<file path="config.mk">
export PLATFORM = sky130hd
export DESIGN_NAME = cpu_mem_responder
export DESIGN_NICKNAME = d
export VERILOG_FILES = /design/src/rtl/cpu_pkg.sv /design/src/rtl/cpu_mem_responder_timer.sv /design/src/rtl/cpu_mem_responder.sv
export SDC_FILE = /design/constraint.sdc
export NUM_CORES = 1
export LEC_CHECK = 0
export CORE_MARGIN = 4
export CORE_UTILIZATION = 44
export DETAILED_ROUTE_END_ITERATION = 16
export MAX_ROUTING_LAYER = met4
export PLACE_DENSITY = 0.91
export SKIP_LAST_GASP = 1
export SYNTH_ARGS = -nofsm -noshare
export SYNTH_HDL_FRONTEND = slang
export SYNTH_SLANG_ARGS = --single-unit
</file>
<file path="constraint.sdc">
create_clock -name clk -period 2.65 [get_ports clk]
set_input_delay 0.53 -clock clk [delete_from_list [all_inputs] [get_ports clk]]
set_output_delay 0.53 -clock clk [all_outputs]
set_load 0.02 [all_outputs]
</file>
<file path="src/rtl/cpu_pkg.sv">
// Shared types, MMIO addresses and address-range helper for the CPU memory responder.
package cpu_pkg;

    typedef logic [15:0] word_t;

    typedef enum logic [1:0] {
        IDLE   = 2'd0,
        WAIT   = 2'd1,
        ACCESS = 2'd2,
        RESP   = 2'd3
    } mem_state_t;

    localparam word_t MMIO_LEDR_ADDR = 16'hA000;
    localparam word_t MMIO_SW_ADDR   = 16'hA010;

    // True when the byte address lies beyond a RAM of 2**aw 16-bit words.
    function automatic logic addr_out_of_range(input word_t addr, input int aw);
        return (32'(addr) >> (aw + 1)) != 32'd0;
    endfunction

endpackage

</file>
<file path="src/rtl/cpu_mem_responder_timer.sv">
// mem_wait_timer: loadable 4-bit down-counter; done is high while the count is zero.
`default_nettype none

module mem_wait_timer (
    input  logic       clk,
    input  logic       reset_n,
    input  logic       load,
    input  logic [3:0] load_val,
    input  logic       dec,
    output logic       done
);

    logic [3:0] r_count;

    always_ff @(posedge clk or negedge reset_n) begin
        if (!reset_n) begin
            r_count <= 4'd0;
        end else if (load) begin
            r_count <= load_val;
        end else if (dec && (r_count != 4'd0)) begin
            r_count <= r_count - 4'd1;
        end
    end

    assign done = (r_count == 4'd0);

endmodule

`default_nettype wire

</file>
<file path="src/rtl/cpu_mem_responder.sv">
// cpu_mem_responder: single-outstanding CPU memory responder with programmable wait states.
// Optional MMIO LED/switch registers are built when CPU_MEM_MMIO_EN is defined.
`default_nettype none

module cpu_mem_responder
    import cpu_pkg::*;
#(
    parameter int AW          = 11,
    parameter int WAIT_STATES = 0
) (
    input  logic          clk,
    input  logic          reset_n,
    input  logic          req_valid,
    output logic          req_ready,
    input  logic          req_write,
    input  logic          req_fetch,
    input  logic [15:0]   req_addr,
    input  logic [15:0]   req_wdata,
    output logic          rsp_valid,
    output logic [15:0]   rsp_rdata,
    output logic          rsp_err,
    output logic          ram_en,
    output logic          ram_we,
    output logic [AW-1:0] ram_addr,
    output logic [15:0]   ram_wdata,
    input  logic [15:0]   ram_rdata
`ifdef CPU_MEM_MMIO_EN
    ,
    output logic [15:0]   ledr,
    input  logic [15:0]   sw
`endif
);

    localparam logic [3:0] c_WAIT_LOAD = 4'((WAIT_STATES > 0) ? WAIT_STATES - 1 : 0);

    mem_state_t    r_state;
    logic          r_write;
    logic          r_err;
    logic          r_ram_hit;
    logic          r_mmio_rd;
    logic [AW-1:0] r_word_addr;
    word_t         r_wdata;

    logic  w_accept;
    logic  w_done;
    logic  w_oor;
    logic  w_is_mmio_addr;
    logic  w_mmio_wr;
    logic  w_mmio_rd;
    logic  w_mmio_hit;
    logic  w_err;
    logic  w_ram_hit;
    word_t w_mmio_rdata;

    assign w_accept = req_valid && (r_state == IDLE);
    assign w_oor    = addr_out_of_range(req_addr, AW);

`ifdef CPU_MEM_MMIO_EN
    logic r_mmio_wr;
    assign w_is_mmio_addr = (req_addr == MMIO_LEDR_ADDR) || (req_addr == MMIO_SW_ADDR);
    assign w_mmio_wr      = !req_fetch &&  req_write && (req_addr == MMIO_LEDR_ADDR);
    assign w_mmio_rd      = !req_fetch && !req_write && (req_addr == MMIO_SW_ADDR);
    assign w_mmio_rdata   = sw;
`else
    assign w_is_mmio_addr = 1'b0;
    assign w_mmio_wr      = 1'b0;
    assign w_mmio_rd      = 1'b0;
    assign w_mmio_rdata   = 16'h0000;
`endif

    // Error is decided at accept so the zero-wait path can strobe the RAM on the very next edge.
    assign w_mmio_hit = w_mmio_wr || w_mmio_rd;
    assign w_err      = req_addr[0] || (req_fetch && req_write) ||
                        (w_oor && !w_mmio_hit) || (req_fetch && w_is_mmio_addr);
    assign w_ram_hit  = !w_err && !w_mmio_hit;

    mem_wait_timer u_wait_timer (
        .clk      (clk),
        .reset_n  (reset_n),
        .load     (w_accept),
        .load_val (c_WAIT_LOAD),
        .dec      (r_state == WAIT),
        .done     (w_done)
    );

    always_ff @(posedge clk or negedge reset_n) begin
        if (!reset_n) begin
            r_state     <= IDLE;
            r_write     <= 1'b0;
            r_err       <= 1'b0;
            r_ram_hit   <= 1'b0;
            r_mmio_rd   <= 1'b0;
            r_word_addr <= '0;
            r_wdata     <= 16'h0000;
            rsp_valid   <= 1'b0;
            rsp_rdata   <= 16'h0000;
            rsp_err     <= 1'b0;
            ram_en      <= 1'b0;
            ram_we      <= 1'b0;
`ifdef CPU_MEM_MMIO_EN
            r_mmio_wr   <= 1'b0;
            ledr        <= 16'h0000;
`endif
        end else begin
            rsp_valid <= 1'b0;
            ram_en    <= 1'b0;
            ram_we    <= 1'b0;
            case (r_state)
                IDLE: begin
                    if (w_accept) begin
                        r_write     <= req_write;
                        r_err       <= w_err;
                        r_ram_hit   <= w_ram_hit;
                        r_mmio_rd   <= w_mmio_rd;
                        r_word_addr <= req_addr[AW:1];
                        r_wdata     <= req_wdata;
`ifdef CPU_MEM_MMIO_EN
                        r_mmio_wr   <= w_mmio_wr;
`endif
                        if (WAIT_STATES == 0) begin
                            r_state <= ACCESS;
                            ram_en  <= w_ram_hit;
                            ram_we  <= w_ram_hit && req_write;
                        end else begin
                            r_state <= WAIT;
                        end
                    end
                end
                WAIT: begin
                    if (w_done) begin
                        r_state <= ACCESS;
                        ram_en  <= r_ram_hit;
                        ram_we  <= r_ram_hit && r_write;
                    end
                end
                ACCESS: begin
                    r_state <= RESP;
`ifdef CPU_MEM_MMIO_EN
                    if (r_mmio_wr) begin
                        ledr <= r_wdata;
                    end
`endif
                end
                RESP: begin
                    r_state   <= IDLE;
                    rsp_valid <= 1'b1;
                    rsp_err   <= r_err;
                    if (r_err || r_write) begin
                        rsp_rdata <= 16'h0000;
                    end else if (r_mmio_rd) begin
                        rsp_rdata <= w_mmio_rdata;
                    end else begin
                        rsp_rdata <= ram_rdata;
                    end
                end
                default: r_state <= IDLE;
            endcase
        end
    end

    assign req_ready = (r_state == IDLE);
    assign ram_addr  = r_word_addr;
    assign ram_wdata = r_wdata;

endmodule

`default_nettype wire

</file>
### Word level (Yosys, flattened, before mapping)

Index checks and enable logic that the tools add are counted.

| word-level totals | value |
|---|---|
| flip-flop bits (word level) | 56 |
| input bits | 53 |

| operators by class | value |
|---|---|
| add/sub/neg operators | 1 |
| eq/ne operators | 5 |
| muxes and demuxes | 13 |
| reduce and logical (&&, ||, !) cells | 16 |

Operator list:

| kind | count |
|---|---|
| 32-bit nonzero test | 1 |
| 16-bit 2-to-1 mux | 1 |
| 4-bit 2-to-1 mux | 2 |
| 2-bit one-hot mux with 4 select lines | 1 |
| 1-bit logical AND | 5 |
| 1-bit 2-to-1 mux | 5 |
| 2-bit == test, second input constant | 2 |
| 4-bit logical NOT | 1 |
| 2-bit 2-to-1 mux | 2 |
| 1-bit one-hot mux with 2 select lines | 2 |
| 2-bit AND reduction | 2 |
| 4-bit nonzero test | 1 |
| 4-bit by 1-bit subtractor with 4-bit output, second input constant | 1 |
| 1-bit logical OR | 3 |
| 2-bit by 1-bit == test with 1-bit output, second input constant | 1 |
| 2-bit logical NOT | 1 |
| 2-bit by 1-bit inequality test with 1-bit output, second input constant | 1 |
| 2-bit inequality test, second input constant | 1 |
| 2-bit nonzero test | 1 |
| 1-bit logical NOT | 1 |

### Logic depth before layout (Yosys ltp)

Gate-level depths: netlist of the first run.

| depth | value |
|---|---|
| depth after elaboration | 7 |
| gate-level depth with buffers | 6 |
| depth with buffers taken out | 5 |

### Cells and area by module

A second synthesis of the first run with hierarchy kept.

| second synthesis, totals | value |
|---|---|
| cells, all modules | 158 |
| area, all modules | 2254.7 um2 |

Modules (own cells, without submodules):

| module | times used | cells each | area an instance (um2) | seq. area each (um2) |
|---|---|---|---|---|
| cpu_mem_responder | 1 | 131 | 1984.4 | 1301.2 |
| mem_wait_timer | 1 | 27 | 270.3 | 100.1 |

### Worst setup path before layout of the first run

OpenSTA, ideal clock, no wires.

| timing path | value |
|---|---|
| path kind | input-to-reg |
| start point | in req_valid |
| end point | reg u_wait_timer.r_count[1] |
| setup time | 0.134 ns |
| arrival | 1.233 ns |
| required time | 2.516 ns |
| slack | 1.283 ns |
| stages | 5 |
| path through | or3b_1 > buf_2 > buf_6 > nand2_1 > mux2i_1 |

| between the ends | value |
|---|---|
| word-level cells in the longest chain between the ends | 2 |

RTL lines:

| what | line | text |
|---|---|---|
| from (decl) | cpu_mem_responder.sv:13 | `input logic req_valid,` |
| 1-bit logical AND (*) | cpu_mem_responder.sv:55 | `assign w_accept = req_valid && (r_state == IDLE);` |
| 4-bit 2-to-1 mux or 2-bit nonzero test (tied branches) | -- |  |
| to (signal assigned) | cpu_mem_responder_timer.sv:19 | `r_count <= load_val;` |
| to (signal assigned) | cpu_mem_responder_timer.sv:21 | `r_count <= r_count - 4'd1;` |
| to (decl) | cpu_mem_responder_timer.sv:13 | `logic [3:0] r_count;` |

Every way passes the cells marked *; elsewhere a longest branch is shown, timed or not.
A chain may end at the register's enable or synchronous reset.

### Final worst setup path of the first run

| timing path | value |
|---|---|
| start point | reg r_state[1] |
| end point | out req_ready |

| between the ends | value |
|---|---|
| word-level cells in the longest chain between the ends | 1 |

RTL lines:

| what | line | text |
|---|---|---|
| from (decl) | cpu_mem_responder.sv:36 | `mem_state_t r_state;` |
| from (signal assigned) | cpu_mem_responder.sv:88 | `r_state <= IDLE;` |
| from (signal assigned) | cpu_mem_responder.sv:121 | `r_state <= ACCESS;` |
| from (signal assigned) | cpu_mem_responder.sv:125 | `r_state <= WAIT;` |
| 2-bit logical NOT | cpu_mem_responder.sv:161 | `assign req_ready = (r_state == IDLE);` |
| to (decl) | cpu_mem_responder.sv:14 | `output logic req_ready,` |

Every way passes these cells.

==> impl.org, run 1 <==
** Timing
- At the pin with the least slew margin, the transition time is 0.690 ns.
- Dividing the final minimum period by the clock period gives 0.815.
- The max-slew violation count is 0.
- Final count of negative-setup-slack endpoints :: 0
- The routed design could run at a clock period as short as approximately 2.2 ns.
- Final total negative setup slack :: 0 ns
- Headroom to the max-slew limit :: 0.540
- Setup repair after global routing left no endpoint under its margin.
- Clk_skew :: 0.00684 ns
- The worst path meets setup with approximately 0.5 ns of slack.
- F_max :: ~460 MHz
- The number of endpoints with negative hold slack in the final report is 0.

** Synthesis
- Of the post-synthesis cell area, the dominant cell type holds 0.626.
- In this run the mean area of a mapped cell was between 10 and 15 um2.
- During synthesis, Yosys emitted a total of 0 warnings.
- In this run, synthesis inferred 0 flip-flops with an integrated enable.
- For this run, the leading register cell type out of synthesis is sky130_fd_sc_hd__dfrtp_1.
- Syn Nets :: about 270
- Unique masters post-synth :: 29
- Fraction of the yosys area taken by sequential cells :: 0.626
- The synthesized netlist occupies a cell area of approximately 0.0022 mm2.
- The synthesized design spends more area on one cell type than any other, namely sky130_fd_sc_hd__dfrtp_1.
- Flop and latch count out of synthesis :: 56
- Of the total synthesized cell area, the portion taken by full adders, half adders and majority gates is 0.0112.
- Largest family of logic cells by synthesized area :: simple AND/OR/NAND/NOR gates
- Share of flip-flops with an asynchronous set or reset :: 1.00
- Xor/xnor share of the synthesized area :: 0
- Synth top area cells :: sky130_fd_sc_hd__dfrtp_1 (63%), sky130_fd_sc_hd__nand2_1 (15%), sky130_fd_sc_hd__a22o_1 (6.3%)
- Of the total synthesized cell area, the portion taken by AND, OR, NAND and NOR gates is 0.217.
- Mux contribution to synthesized area :: 0.0184
- Fraction of the mapped netlist area in compound gates :: 0.0816
- Cell count after synthesis :: 210

** Place
- Port buffering added 100 buffers.
- Worst setup timing slack at the placement stage :: 0.443 ns
- The HPWL after detailed placement is between 3000 and 4000 um.
- In this run the cell area measured after placement is around 0.0033 mm2.
- Placed cell count :: 370
- Routability-driven placement finished with a final weighted congestion of 0.834.

** GRT
- Total global routing track utilization :: 0.189
- The first global-routing pass estimated approximately 9100 um of wire.
- Antenna violations before repair :: 0
- The total overflow left after global routing is 0.
- The number of global-route vias before repair came to ~1.8k.
- Entering global routing, the biggest net connects 57 pins.

** Drt
- Drt drc :: 0
- Dividing the detail-routed via count by the number of cells gives 4.87.
- Dividing the detail-routed wire length by the instance count gives between 10 and 15 um.
- The count of nets left with antenna violations once routing finished came out at 0.
- Iter 0 DRT Violations :: 86
- The final route contains between 1.5k and 2k vias.
- For this run, the detailed router's first-pass iteration total came to 4.
- For this block, the routed nets add up to around 5400 um of wire.

** Layout
- Area added between synthesis and finish :: 50.2%
- Core Util, Final :: 0.698
- The finished cells cover 0.00336 mm2.
- Count of placed standard cells in the final layout, fillers left out :: approximately 380
- The repair_antennas step left the layout with diodes totalling 0.
- At the end of the flow, the number of nets in the layout was roughly 370.
- After filler insertion, the fill cell instance count of the layout stands at 380.
- Share of layout cells above drive strength 1 :: 0.0579

** Critical path
- The setup check on the worst reg-to-reg path leaves a slack of ~0.93 ns.
- Data on the critical path arrives at its endpoint at roughly 1.6 ns.
- Path type of the worst setup path :: flop to output pin
- Largest fanout on the critical path :: 11
- The worst setup path is launched from a flop.
- CP startpoint :: r_state[1]
- WP data required :: around 2.1 ns
- Endpoint kind of the worst setup timing path :: output pin
- The startpoint identified for the worst register-to-register timing path is r_state[1].

** Clock network
- The clock passes through at most 2 buffers.
- Total setup buffers inserted after CTS :: 0
- Clock sink count :: between 50 and 60
- The clock reaches the later pin of the worst-skew pair after 0.30 ns.
- CTS tree :: yes
- Inserted Clock Buffers :: 5
- Clock-pin slew on the worst setup and hold paths :: about 0.10 ns
- After clock tree synthesis, the repair step resized 0 gates.
- Max H-tree Level :: 2
- Root buf cell :: sky130_fd_sc_hd__clkbuf_8
- The number of hold buffers added after CTS was 0.

** Floorplanning
- Measured along the y axis, the die boundary spans between 70 and 80 um.
- Die ar. :: 0.00629 mm2
- Std cell rows :: 25
- The core region is between 0.004 and 0.005 mm2.
- I/O pin total :: 101
- The initial utilization of the core area, before any placement, comes to 0.465.
- In this run the horizontal extent of the chip is a little under 80 um.

** Power and ir drop
- Leakage Power :: approximately 1.6 nW
- IR analysis of the VDD net gives a maximum drop of between 0.5 and 0.6 mV.
- Cell area power density :: 974 mW/mm2

** Run status
- Outcome :: complete, no violations

** Min path
- The min-delay analysis places its worst path in the category input pin to asynchronous set/reset pin.

** Job
- Max Cap Viol :: 0
## Yosys cell counts, types with 2 or more instances
library cell,number
sky130_fd_sc_hd__nor3_1,7
sky130_fd_sc_hd__nand2_1,89
sky130_fd_sc_hd__nand2b_1,2
sky130_fd_sc_hd__o21ai_0,2
sky130_fd_sc_hd__buf_2,3
sky130_fd_sc_hd__inv_1,4
sky130_fd_sc_hd__dfrtp_1,56
sky130_fd_sc_hd__buf_6,4
sky130_fd_sc_hd__a22o_1,16
sky130_fd_sc_hd__buf_4,3
sky130_fd_sc_hd__mux2i_1,3
sky130_fd_sc_hd__ha_1,2
sky130_fd_sc_hd__nor2_1,3
## layout by cell type (no fill, tap or decap), drive strengths merged
cell type / synthesis / final
o2bb2ai: 1 / 1
o21ai: 2 / 2
nor3b: 2 / 2
nand3: 1 / 1
o21a: 1 / 1
nand4: 1 / 1
clkbuf: 1 / 7
or3b: 1 / 1
nor3: 9 / 9
buf: 10 / 5
mux2i: 3 / 3
a31o: 1 / 1
inv: 4 / 4
dfrtp: 56 / 56
nand4b: 1 / 1
clkinvlp: 0 / 1
mux2: 1 / 1
clkdlybuf4s50: 0 / 99
nand3b: 1 / 1
nor2: 3 / 3
a22o: 16 / 16
nand2b: 2 / 2
a21o: 1 / 1
ha: 2 / 2
nand2: 90 / 90
## power breakdown
part | switching [mW] | total [mW] | internal, mW
Sequential | 0.224 | 1.36 | 1.13
Combinational | 0.756 | 1.43 | 0.679
Clock | 0.269 | 0.482 | 0.213
## layer usage
metal / vias up / global-route usage / part of all wire
li1: 887 / - / -
met1: 878 / 0.247 / 0.43
met2: 70 / 0.301 / 0.49
met3: 5 / 0.0465 / 0.074
met4: 0 / 0.0447 / 0.0085
met5: - / - / 0
## state kept, by name (all words and copies together) (netlist names)
signal	count
r_state	2
ram_en	1
r_err	1
rsp_rdata	16
r_write	1
rsp_valid	1
ram_addr	11
rsp_err	1
u_wait_timer.r_count	4
r_ram_hit	1
ram_wdata	16
ram_we	1
## per-stage QoR
stage / hold WS (ns) / total power, mW
6_report: 0.337 / 3.27
3_5_place_dp: 0.462 / 2.82
3_3_place_gp: 0.457 / 2.77
4_1_cts: 0.373 / 3.31
2_1_floorplan: 0.234 / 2.15
5_1_grt: 0.403 / 3.50
## logic make-up (layout without fill, tap and decap cells)
group           count (synthesis)  count (layout)
compound gates                 22              22
fa+ha+maj                       2               2
buf+inv                        15             116
flops                          56              56
mux                             4               4
simple gates                  111             111
## worst paths after layout
check,depth (start not counted),end
setup / recovery,2,req_ready
hold / removal,2,ram_wdata[13]
setup reg to reg,4,u_wait_timer.r_count[1]
hold reg to reg,2,ram_wdata[6]
max in group asynchronous,2,rsp_rdata[8]
min in group clk,2,ram_wdata[6]
## cell type report
type | count | area (um2) | share of cell area
Clock buffer | 7 | 86.3 | 0.0257
Clock inverter | 1 | 7.51 | 0.00223
Inverter | 4 | 15.0 | 0.00447
Multi-Input combinational cell | 139 | 742 | 0.221
Sequential cell | 56 | 1400 | 0.417
Tap cell | 67 | 83.8 | 0.0249
Timing Repair Buffer | 104 | 1030 | 0.305
## worst max-delay path, cell delays in order, from the launching register on
cell and delay (ns):
sky130_fd_sc_hd__dfrtp_1 0.55, sky130_fd_sc_hd__nor2_1 0.16, sky130_fd_sc_hd__clkdlybuf4s50_1 0.62
(Power assumes the default switching activity.)
==> inputs of run 2 (changes only) <==
--- a/config.mk
+++ b/config.mk
@@ -6,10 +6,10 @@
 export NUM_CORES = 1
 export LEC_CHECK = 0
 export CORE_MARGIN = 4
-export CORE_UTILIZATION = 44
+export CORE_UTILIZATION = 37
 export DETAILED_ROUTE_END_ITERATION = 16
 export MAX_ROUTING_LAYER = met4
-export PLACE_DENSITY = 0.91
+export PLACE_DENSITY = 0.82
 export SKIP_LAST_GASP = 1
 export SYNTH_ARGS = -nofsm -noshare
 export SYNTH_HDL_FRONTEND = slang
==> constraint.sdc (replaced) <==
create_clock -name clk -period 1.8 [get_ports clk]
set_input_delay 0.36 -clock clk [delete_from_list [all_inputs] [get_ports clk]]
set_output_delay 0.36 -clock clk [all_outputs]
set_load 0.02 [all_outputs]
==> impl.org, run 2 (same netlist as run 1, synthesis figures left out) <==
** Drt
- After detailed routing, the number of vias per cell comes to about 4.6.
- After detailed routing, the average wire length per cell comes to about 14 um.
- The routed layout has 1808 vias.
- Aggregate routed wire length :: 5330 um
- In this run, the number of DRC markers left after iteration 0 of detailed routing was 58.
- Number of nets with antenna violations after detailed routing :: 0
- The first TritonRoute pass finished after 4 iterations.
- Drt drc :: 0

** Critical path
- Sum of buffers and inverters on the critical path :: 1
- The worst setup path is captured at an output pin.
- Path type of the worst setup path :: flop to output pin
- Of all nets on the critical path, the largest fanout is 2.
- Critical-path top delay cell :: sky130_fd_sc_hd__clkdlybuf4s50_1
- Largest stage delay on the critical path :: 0.63 ns
- WP data required :: about 1.4 ns
- Traced cell by cell, the critical path runs through clkdlybuf4s50_1.
- Family of cells with the greatest summed delay on the critical path :: buffers and inverters
- At the worst endpoint, the arrival time is between 1 and 1.5 ns.
- Nature of the critical path startpoint :: flop

** Layout
- The library cells used most frequently in the layout, excluding fill and tap cells, are sky130_fd_sc_hd__clkdlybuf4s50_1 (98), sky130_fd_sc_hd__nand2_1 (89), sky130_fd_sc_hd__dfrtp_1 (56), sky130_fd_sc_hd__a22o_1 (16), sky130_fd_sc_hd__buf_4 (9).
- Area added between synthesis and finish :: 53.5%
- Post-route standard cell area excluding fillers :: 0.00344 mm2
- Most common cell after layout, fill and taps aside :: sky130_fd_sc_hd__clkdlybuf4s50_1
- Share of layout cells above drive strength 1 :: 0.0786
- Antenna cells :: 0
- Area used by sequential logic in the layout :: 0.00140 mm2
- Area of combinational cells with multiple inputs :: 742 um2
- Layout filler cell count :: about 540
- The net count of the finished layout is 372.

** Power and ir drop
- Fraction of power spent switching nets :: 0.379
- Power after layout :: 4.82 mW
- Internal power comes to around 3.0 mW.
- IR drop worst, VDD :: 0.775 mV
- Summed over all cells, the static leakage comes to 1.63 nW.
- The share of total power dissipated in sequential elements is 0.397.
- For this design the ratio of total power to cell area is 1400 mW/mm2.
- Of the total power, the clock network draws 0.137.
- Of the total power, combinational logic draws 0.466.
- Net switching power of the design :: 1.83 mW

** Clock network
- Max H-tree Level :: 2
- The clock reaches the later pin of the worst-skew pair after around 0.30 ns.
- CTS tree :: yes
- The cell sitting at the root of the clock tree is a sky130_fd_sc_hd__clkbuf_8.
- Clock-pin slew was measured on the worst setup and hold paths at ~0.10 ns.
- Clock sink count :: 56
- Buffers inserted during clock tree synthesis total 5.
- No sink is reached through more buffers than the 2 on the longest clock path.

** Place
- Worst setup timing slack at the placement stage :: roughly 0.027 ns
- Detailed placement ended at an HPWL of slightly above 4000 um.
- Routability-driven placement finished with a final weighted congestion of 0.806.
- Once placement finished, the instance area stood at between 0.003 and 0.004 mm2.
- The count of buffers added on input and output ports is 100.

** Timing
- Final critical path time including I/O delays and setup :: about 1.7 ns
- Final total negative setup slack :: 0 ns
- Across the routed clock network, the largest skew measured is roughly 0.0067 ns.
- F_max :: ~600 MHz
- Slack of the critical path :: ~0.14 ns
- Setup repair after global routing missed its margin :: no
- The number of endpoints with negative hold slack in the final report is 0.
- Headroom to the max-slew limit came out at 0.760.
- Slew of the pin with the lowest slew margin :: about 0.36 ns
- Final number of max-transition violations :: 0
- Dividing the final minimum period by the clock period gives 0.920.
- Final count of negative-setup-slack endpoints :: 0

** Floorplanning
- The die covers about 0.0074 mm2.
- I/O pin total :: between 100 and 150
- In this run the vertical extent of the chip is 85.8 um.
- Initial Utilization :: 0.380
- The die is 85.8 um wide.
- Core area :: roughly 0.006 mm2
- Std cell rows :: 28

** GRT
- Overflow left after global routing :: 0
- Antenna violations before repair :: 0
- The number of global-route vias before repair was roughly 1.8k.
- First-pass GRT wire length :: around 9000 um
- Largest net degree at the start of global routing :: 32
- Total global routing track utilization :: 0.157

** Min path
- Hold Path Class :: input pin to asynchronous set/reset pin

** Job
- Max-cap violations in this run came to 0.

** Run status
- The run finished with clean final reports.
run 2: cell count changes in the layout (fill, tap and decap cells not counted), sizes merged:
| cell | change |
|---|---|
| dlymetal6s2s | +1 |
| clkdlybuf4s50 | -1 |
| clkinvlp | -1 |
| clkbuf | -2 |
| dlygate4sd3 | +1 |
| buf | +6 |
| clkinv | +3 |
run 2: final cells by class:
type,instances,share of cell area
clock inverter,3,0.00546
clock buffer,5,0.0200
timing repair buffer,111,0.319
sequential,56,0.408
tap,75,0.0273
multi-input combinational,139,0.216
inverter,4,0.00437
run 2: repair_timing:
item / CTS / global route
setup buffers: 0 / 0
hold endpoints to repair: 5 / 0
gates resized for setup: 0 / 1
endpoints found under the setup margin: 0 / 1
hold buffers: 1 / 0
run 2: per-stage QoR:
stage	util	std cells	hold WS, ns
after global routing	0.584	393	0.443
after floorplan	-	210	0.0644
after detailed placement	0.567	384	0.211
after CTS	0.583	393	0.439
after global placement	0.567	384	0.209
final	0.584	393	0.436
run 2: path summary, 6_finish.rpt:
path / start / end / slack [ns] / cells past startpoint
setup reg to reg: r_state[1] / u_wait_timer.r_count[1] / 0.34 / 5
max in group asynchronous: reset_n / ram_addr[6] / 0.87 / 3
setup / recovery: ram_addr[10] / ram_addr[10] / 0.14 / 1
hold reg to reg: ram_addr[0] / ram_addr[0] / 0.48 / 2
hold / removal: reset_n / u_wait_timer.r_count[2] / 0.44 / 2
min in group clk: ram_addr[0] / ram_addr[0] / 0.48 / 2
run 2: per-layer routing:
layer / routed length [um] / track usage / vias up
li1: - / - / 897
met1: 2450 / 0.209 / 824
met2: 2330 / 0.230 / 80
met3: 493 / 0.0548 / 7
met4: 57 / 0.0388 / 0
met5: 0 / - / -
run 2: power groups by stage:
stage	combinational [mW]	sequential (mW)	clock [mW]
after CTS	2.29	1.92	0.688
after detailed placement	2.28	1.93	0
after global routing	2.44	1.98	0.742
after global placement	2.23	1.93	0
after floorplan	0.838	2.32	0
final	2.24	1.92	0.660
==> inputs of run 3 (changes only) <==
==> constraint.sdc (replaced) <==
create_clock -name clk -period 1.5 [get_ports clk]
set_input_delay 0.3 -clock clk [delete_from_list [all_inputs] [get_ports clk]]
set_output_delay 0.3 -clock clk [all_outputs]
set_load 0.02 [all_outputs]
==> impl.org, run 3 (same netlist as run 1, synthesis figures left out) <==
** Run status
- The flow ran to the end, and the final reports show no timing, DRC or antenna violations.

** Timing
- Final hold analysis gives a worst-case slack of about 0.47 ns.
- Final hold violation count :: 0
- Slew of the pin with the lowest slew margin :: between 0.4 and 0.5 ns
- The clock period could shrink to about 1.4 ns.
- Of the available clock period, the critical path in the final layout requires 0.953.
- Based on the critical path, the design can be clocked at up to ~700 MHz.
- Final count of negative-setup-slack endpoints :: 0
- Setup repair after global routing missed its margin :: yes
- Headroom to the max-slew limit :: 0.710
- The max-slew violation count came to 0.
- Clk_skew :: between 0.006 and 0.007 ns

** Place
- Global placement routability congestion :: around 0.80
- Counting tap cells, the placed design contains a total of ~390 instances.
- Detail Placement HPWL :: 4340 um
- Port buffering added 100 buffers.
- Standard cell area after detailed placement :: ~0.0034 mm2

** Critical path
- Among cell families on the critical path, the largest total delay comes from simple AND/OR/NAND/NOR gates.
- Traced cell by cell, the critical path runs through buf_4 -> or3b_1 -> buf_4 -> nand2_1 -> nand2_1.
- Path type of the worst setup path :: flop to flop
- Largest stage delay on the critical path :: between 0.4 and 0.5 ns
- Arrival time of data at the critical path endpoint :: about 1.6 ns
- Endpoint kind of the worst setup timing path :: flop
- Largest fanout on the critical path :: 17
- Sum of buffers and inverters on the critical path :: 2
- Critical-path top delay cell :: sky130_fd_sc_hd__or3b_1
- Nature of the critical path startpoint :: flop
- Data on the critical path is required at its endpoint by approximately 1.7 ns.

** GRT
- The initial antenna violation count was 0.
- For met3 alone, demand over resource in global routing was 0.0634.
- The first global-routing pass estimated 9070 um of wire.
- Summed over all layers, the global routing overflow is 0.
- The number of global-route vias before repair is about 2k.
- Total global routing track utilization :: 0.162
- Met2 demand-to-capacity share in global routing :: 0.257
- In this run the most used layer during global routing was met2.
- Met1 capacity usage during global routing :: 0.196
- Largest net degree at the start of global routing :: 25

** Clock network
- The tree built by TritonCTS fans out to 56 sinks.
- In this run the deepest clock path goes through 2 buffers.
- TritonCTS built the clock tree.
- Inserted Clock Buffers :: 5
- Max H-tree Level :: 2
- Clock insertion delay at the later pin of the skew report :: 0.31 ns
- Root buf cell :: sky130_fd_sc_hd__clkbuf_8
- Clock-pin slew was measured on the worst setup and hold paths at roughly 0.10 ns.

** Floorplanning
- Row generation in the floorplan step produced 28 rows.
- I/O pin total :: 101
- Vert. Die Dim :: approximately 86 um
- The die covers around 0.0074 mm2.
- The core region is 0.00589 mm2.
- The die is around 86 um wide.
- Initial Utilization :: 0.380

** Layout
- Share of layout cells above drive strength 1 :: 0.105
- Fill cells in the final layout number 530.
- For this run, the number of standard cells in the final layout without fillers is between 300 and 400.
- After the last flow step, the layout net total stands at between 300 and 400.
- Core Util, Final :: 0.592
- With fillers left out, the area of the finished cells amounts to 0.00348 mm2.
- The repair_antennas step left the layout with diodes totalling 0.
- The library cell used most frequently in the layout, excluding fill and tap cells, is sky130_fd_sc_hd__nand2_1.
- Relative to the synthesized area, the layout overhead comes to 55.7%.
- In the layout the commonest cells are sky130_fd_sc_hd__nand2_1 (89), sky130_fd_sc_hd__dfrtp_1 (56), sky130_fd_sc_hd__clkdlybuf4s50_1 (51), sky130_fd_sc_hd__dlygate4sd2_1 (48), sky130_fd_sc_hd__a22o_1 (16).

** Power and ir drop
- Leakage Power :: 1.83 nW
- Clk pwr share :: 0.169
- In this run the power density over the cells is between 1500 and 2000 mW/mm2.
- The internal power of the cells totals 3.59 mW.
- The share of total power dissipated in combinational logic is 0.437.
- The analysis attributes to net switching a power of ~2.3 mW.
- IR drop worst, VDD :: roughly 0.93 mV
- Of the total power, the share spent switching nets is 0.386.
- Of the total power, registers draw 0.394.

** Drt
- The detailed router finished its first iteration with 84 violations.
- After detailed routing, the number of remaining DRC violations is 0.
- The first detailed-routing pass took 4 iterations.
- In this run the remaining antenna-violating nets after routing total 0.
- Drt via density :: 4.67
- After detailed routing, the total wire length is 5630 um.
- In the final routed layout, each cell accounts on average for ~14 um.
- Via count :: between 1.5k and 2k

** Job
- Max Cap Viol :: 0

** Min path
- The tightest min-delay check is of the input pin to asynchronous set/reset pin type.
==> run 3: cell types whose count changed in the layout (fill, tap and decap cells not counted), sizes merged <==
cell           previous run  this run
bufinv                    0         1
dlymetal6s2s              1         0
dlygate4sd2               0        48
inv                       4         5
clkinv                    3         0
clkdlybuf4s50            98        51
clkinvlp                  0         1
buf                      11        17
==> run 3: metal layers <==
layer  vias up  routed length (um)
met3         5                 545
met2        80                2560
li1        908                   -
met5         -                   0
met4         0                  58
met1       871                2470
==> run 3: worst reg2reg max path, delay by kind of cell, from the launching register on <==
kind,cells,cell delay [ns]
simple gates,3,0.58
flops,1,0.39
buf+inv,2,0.36
==> run 3: final cells by class <==
cell class	count	area [um2]	share of cell area
inverter	4	15.0	0.00431
multi-input combinational	139	756	0.217
timing repair buffer	117	1100	0.317
clock inverter	3	46.3	0.0133
tap	75	93.8	0.0269
clock buffer	5	68.8	0.0197
sequential	56	1400	0.402
==> run 3: power by group through the flow <==
stage	logic [mW]	clock network [mW]	registers, mW
final	2.56	0.989	2.30
after global routing	2.78	1.09	2.38
after CTS	2.56	1.02	2.30
after detailed placement	2.84	0	2.32
after global placement	2.78	0	2.33
after floorplan	1.01	0	2.79
==> run 3: metrics by stage <==
step	power (mW)	setup TNS (ns)	setup WS [ns]
finish	5.85	0	0.0704
detailed placement	5.17	-6.27	-0.210
CTS	5.88	0	0.0413
floorplan	3.79	0	0.166
global route	6.25	-0.0155	-0.0139
global placement	5.11	-5.57	-0.174
==> run 3: what timing repair did <==
action,CTS,global route
hold buffers,1,0
endpoints found under the hold margin,16,0
gates resized for setup,48,4
buffers inserted,0,1
pin swaps,0,3
endpoints found under the setup margin,48,22
==> run 3: final timing paths <==
check / cells after the start / to / slack [ns] / startpoint
setup / recovery: 5 / ram_addr[1] / 0.07 / r_state[1]
hold / removal: 2 / ram_wdata[10] / 0.47 / reset_n
setup reg to reg: 5 / ram_addr[1] / 0.07 / r_state[1]
hold reg to reg: 2 / ram_wdata[4] / 0.48 / ram_wdata[4]
max in group asynchronous: 3 / rsp_rdata[14] / 0.48 / reset_n
min in group clk: 2 / ram_wdata[4] / 0.48 / ram_wdata[4]
